<file path="src/rtl/edge_sync_pkg.sv">
// Shared definitions for the edge_sync_filter slice: per-channel edge-select
// encodings, legal parameter ranges and the edge-selection helper.
package edge_sync_pkg;

  localparam logic [1:0] MODE_NONE = 2'b00;
  localparam logic [1:0] MODE_RISE = 2'b01;
  localparam logic [1:0] MODE_FALL = 2'b10;
  localparam logic [1:0] MODE_BOTH = 2'b11;

  localparam int N_CH_MIN        = 1;
  localparam int N_CH_MAX        = 32;
  localparam int SYNC_STAGES_MIN = 2;
  localparam int SYNC_STAGES_MAX = 4;
  localparam int FILT_CYCLES_MIN = 1;
  localparam int FILT_CYCLES_MAX = 255;

  // True when a filtered transition to new_level is one the mode asks to report.
  function automatic logic edge_selected(input logic [1:0] mode, input logic new_level);
    logic sel;
    sel = 1'b0;
    case (mode)
      MODE_RISE: sel = new_level;
      MODE_FALL: sel = !new_level;
      MODE_BOTH: sel = 1'b1;
      default:   sel = 1'b0;
    endcase
    return sel;
  endfunction

endpackage

</file>
<file path="src/rtl/edge_sync_ch.sv">
// One channel of the edge filter: synchroniser chain, stability filter,
// registered edge pulse and sticky event flag.
module edge_sync_ch
  import edge_sync_pkg::*;
#(
  parameter int SYNC_STAGES = 2,
  parameter int FILT_CYCLES = 4,
  parameter bit RESET_LEVEL = 1'b1
) (
  input  logic       clk_i,
  input  logic       reset_i,
  input  logic       async_i,
  input  logic [1:0] mode_i,
  input  logic       clear_i,
  output logic       level_o,
  output logic       pulse_o,
  output logic       event_o
);

  localparam int CNT_W = $clog2(FILT_CYCLES + 1);
  localparam logic [CNT_W-1:0] CNT_LAST = CNT_W'(FILT_CYCLES - 1);

  logic [SYNC_STAGES-1:0] sync_q;
  logic [CNT_W-1:0]       cnt_q;
  logic                   level_q;
  logic                   pulse_q;
  logic                   event_q;

  logic sample;
  logic differs;
  logic flip;
  logic pulse_d;

  assign sample  = sync_q[SYNC_STAGES-1];
  assign differs = (sample != level_q);
  assign flip    = differs && (cnt_q == CNT_LAST);
  assign pulse_d = flip && edge_selected(mode_i, sample);

  always_ff @(posedge clk_i or negedge reset_i) begin
    if (!reset_i) begin
      sync_q <= {SYNC_STAGES{RESET_LEVEL}};
    end else begin
      sync_q <= {sync_q[SYNC_STAGES-2:0], async_i};
    end
  end

  // The count tracks consecutive clocks of disagreement; it saturates at the
  // flip point because the level change itself makes the sample agree again.
  always_ff @(posedge clk_i or negedge reset_i) begin
    if (!reset_i) begin
      cnt_q   <= '0;
      level_q <= RESET_LEVEL;
    end else if (!differs) begin
      cnt_q <= '0;
    end else if (flip) begin
      cnt_q   <= '0;
      level_q <= sample;
    end else begin
      cnt_q <= cnt_q + CNT_W'(1);
    end
  end

  // A set on the same edge as a clear wins, so no event is ever lost.
  always_ff @(posedge clk_i or negedge reset_i) begin
    if (!reset_i) begin
      pulse_q <= 1'b0;
      event_q <= 1'b0;
    end else begin
      pulse_q <= pulse_d;
      event_q <= pulse_d | (event_q & ~clear_i);
    end
  end

  assign level_o = level_q;
  assign pulse_o = pulse_q;
  assign event_o = event_q;

endmodule

</file>
<file path="src/rtl/edge_sync_filter.sv">
// Multi-channel synchronise/debounce/edge-detect front end for slow asynchronous
// inputs such as PS/2 clock and data; each channel is fully independent.
module edge_sync_filter
  import edge_sync_pkg::*;
#(
  parameter int N_CH        = 1,
  parameter int SYNC_STAGES = 2,
  parameter int FILT_CYCLES = 4,
  parameter bit RESET_LEVEL = 1'b1
) (
  input  logic              clk_i,
  input  logic              reset_i,
  input  logic [N_CH-1:0]   async_i,
  input  logic [2*N_CH-1:0] mode_i,
  input  logic [N_CH-1:0]   clear_i,
  output logic [N_CH-1:0]   level_o,
  output logic [N_CH-1:0]   pulse_o,
  output logic [N_CH-1:0]   event_o
);

  if (N_CH < N_CH_MIN || N_CH > N_CH_MAX ||
      SYNC_STAGES < SYNC_STAGES_MIN || SYNC_STAGES > SYNC_STAGES_MAX ||
      FILT_CYCLES < FILT_CYCLES_MIN || FILT_CYCLES > FILT_CYCLES_MAX) begin : g_bad_cfg
    $error("edge_sync_filter: parameter out of supported range");
  end

  for (genvar c = 0; c < N_CH; c++) begin : g_ch
    edge_sync_ch #(
      .SYNC_STAGES (SYNC_STAGES),
      .FILT_CYCLES (FILT_CYCLES),
      .RESET_LEVEL (RESET_LEVEL)
    ) u_ch (
      .clk_i   (clk_i),
      .reset_i (reset_i),
      .async_i (async_i[c]),
      .mode_i  (mode_i[2*c+1:2*c]),
      .clear_i (clear_i[c]),
      .level_o (level_o[c]),
      .pulse_o (pulse_o[c]),
      .event_o (event_o[c])
    );
  end

endmodule

</file>
<file path="config.mk">
export PLATFORM = sky130hd
export DESIGN_NAME = edge_sync_filter
export DESIGN_NICKNAME = d
export VERILOG_FILES = /design/src/rtl/edge_sync_pkg.sv /design/src/rtl/edge_sync_ch.sv /design/src/rtl/edge_sync_filter.sv
export SDC_FILE = /design/constraint.sdc
export NUM_CORES = 1
export LEC_CHECK = 0
export CAP_MARGIN = 25
export CORE_AREA = 2 2 39 41
export CTS_CLUSTER_SIZE = 28
export DETAILED_ROUTE_END_ITERATION = 8
export DIE_AREA = 0 0 41 43
export SYNTH_ARGS = -nofsm -noshare
export SYNTH_HDL_FRONTEND = slang
export SYNTH_SLANG_ARGS = --single-unit
</file>
<file path="constraint.sdc">
create_clock -name clk_i -period 1.2 [get_ports clk_i]
set_input_delay 0.36 -clock clk_i [delete_from_list [all_inputs] [get_ports clk_i]]
set_output_delay 0.36 -clock clk_i [all_outputs]
set_load 0.02 [all_outputs]
</file>
==> metrics <==
Die Y=around 43 µm; CP max stage cell=dfstp_2; Period minus WS final=1.26 ns; instance count on the critical path=1; vias in the first global route=229; number of core rows=14; IO Port Bufs=8; Filler cells=between 100 and 150; min-delay src=g_ch[0].u_ch.sync_q[0]$_DFF_PN1_; switching pwr=0.233 mW; kind of cell adding the most delay to the critical path=flip-flops; Layout Skew=~0.0047 ns; failing checks=negative setup slack; Mapped Area=roughly 310 µm²; max_slew headroom=around three quarters; switch share=between 20% and 30%; CTS buffer count=3; crit path kind=reg -> out; via count=between 200 and 250; most frequent cells in the layout=5 x dfrtp_1, 5 x clkdlybuf4s50_1, 3 x clkbuf_4, 3 x dfstp_2; H-tree Lvls=1; Pre-antenna DRT Iters=3; GP Congestion=0.653; final setup vio count=1; Pwr Density=1940 nW/µm²; register bit total from synthesis=8; DRC viols=0; R2R depth=3; number of max-cap violations=0; DR WL/cell=roughly 10 µm; Hold Path Depth=0; Final WS setup=-0.0578 ns; Fmax=approximately 800 MHz; reg2reg start=g_ch[0].u_ch.cnt_q[0]$_DFF_PN0_; Cells after Synth=21; post-synthesis sequential area ratio=66.8%; pre-CTS WS=-0.273 ns; status=finished with violations; Pwr Total=around 0.84 mW; Hold Slack=approximately 0.36 ns; Ports=9; Final Non-Filler Cells=50; synth warn=0; Slew Viols, Final=0; CP cell instances=buf_6; multi-input logic area=97.6 µm²; vias per inst=4.02; placed inst area=approximately 410 µm²; CTS tree=yes; Int Power=0.603 mW; Leak Pwr=0.197 nW; CP required=approximately 0.84 ns; synth-to-layout area growth=41.0%; initial antenna violation count=0; crit path buf inv count=1; Seq pwr share=between 40 and 50%; clk sinks=8; Synth top area share=~41%; Storage cell area=204 µm²; Final period util=105%; final core occ=a little under a third; Starting Density=between 20% and 30%; Least-Margin Pin Slew=~0.35 ns; CP Capture Type=output pin; share of layout cells above drive strength 1=32.4%; setup TNS=-0.0578 ns; drt initial violations=4; Total GRT Usage=between 7 and 8%; crit-path max FO=2; first-pass GRT wire length=just under 900 µm; CP peak stage delay=around 0.54 ns; CTS root buffer=clkbuf_4; Avg Inst Size Synth=14.5 µm²; largest net degree at the start of global routing=9; Mapped Nets=28; Core ar.=1380 µm²; Diodes inserted=0; Clock Tree Buf Depth=2; chip width=between 40 and 50 µm; RSZ-0062 raised after global routing=yes; antenna-violating nets left=0; Hold Path Class=reg -> reg; die area=approximately 1800 µm²; top cells by area, synth=dfrtp_1 41%, dfstp_2 26%, nor3b_1 4.9%, nor2b_4 4.5%, ha_1 4.1%; Detailed Route WL=between 400 and 500 µm; nets=42; Worst Setup Start Kind=flip-flop; Final Hold Viols=0; Post-Place Cells=between 40 and 50; Gate power share=a little under a third; Worst IR Drop VDD=between 0.9 and 1 mV; Yosys cell types=14; Reg clk slew, reported paths=about 0.05 ns; GRT Residual Overflow=0; largest area contributor in the netlist=dfrtp_1; arrival time worst endpoint=approximately 0.9 ns; proportion of power drawn by the clock network=about a quarter; Final Cell Area=between 400 and 500 µm²; Critical Path Start=g_ch[0].u_ch.level_o$_DFFE_PN1P_; Worst-Skew Late Latency=0.25 ns
[final cells by class]
class	instances	share of cell area [%]
clock buffer	4	6.10
tap	16	4.65
timing repair buffer	9	18.3
sequential	8	47.4
inverter	1	0.872
multi-input combinational	12	22.7
[power by group through the flow]
stage / Sequential [mW] / Clock, mW / Combinational [mW]
5_1_grt: 0.378 / 0.239 / 0.282
6_report: 0.371 / 0.212 / 0.252
2_1_floorplan: 0.406 / 0 / 0.101
3_5_place_dp: 0.373 / 0 / 0.259
4_1_cts: 0.373 / 0.221 / 0.258
3_3_place_gp: 0.365 / 0 / 0.245
[per-layer routing]
layer  track usage [%]  up-vias  part of all wire [%]
li1                  -       98                     -
met1              8.05       94                    38
met2              12.2        9                    54
met3              3.66        0                   8.0
met4              4.00        0                     0
met5                 0        -                     0
[synthesized netlist by cell type]
cell type / number
mux2_1: 1
dfstp_2: 3
nand3b_1: 1
ha_1: 1
a22o_1: 1
o21ai_1: 1
dfrtp_1: 5
nor2b_4: 1
xnor2_1: 1
nor3b_1: 2
inv_1: 1
nor3_1: 1
nand2_1: 1
and2_1: 1
[registers in the layout, summed over array words and instances (netlist names)]
signal             flops
g_ch.u_ch.cnt_q        3
g_ch.u_ch.sync_q       2
g_ch.u_ch.event_o      1
g_ch.u_ch.level_o      1
g_ch.u_ch.pulse_o      1
[worst reg2reg max path, stage by stage, from the launching register on]
cell and delay (ns):
dfrtp_1 0.36, ha_1 0.18, nor2b_4 0.20, mux2_1 0.34
[cell families after synthesis]
| family | count (synthesis) | share of synthesized area, % |
|---|---|---|
| xor gates and xnor gates | 1 | 2.87 |
| and+or+nand+nor | 7 | 16.8 |
| buffers and inverters | 1 | 1.23 |
| AOI/OAI and AO/OA | 2 | 4.51 |
| adders and majority gates | 1 | 4.10 |
| DFF | 8 | 66.8 |
| muxes | 1 | 3.69 |
[worst paths after layout]
check / slack (ns) / end
max: -0.06 / level_o
min: 0.36 / g_ch[0].u_ch.sync_q[1]$_DFF_PN1_
max reg2reg: 0.05 / g_ch[0].u_ch.level_o$_DFFE_PN1P_
min reg2reg: 0.36 / g_ch[0].u_ch.sync_q[1]$_DFF_PN1_
max in group asynchronous: 0.51 / g_ch[0].u_ch.sync_q[1]$_DFF_PN1_
min in group asynchronous: 0.38 / g_ch[0].u_ch.event_o$_DFF_PN0_
[repair_timing]
item / 4_1_cts / 5_1_grt
buffers inserted: 0 / 0
resized for setup: 14 / 0
setup endpoints to repair: 3 / 1
hold endpoints to repair: 0 / 0
hold buffers: 0 / 0
Power figures use the tool's default switching activity.
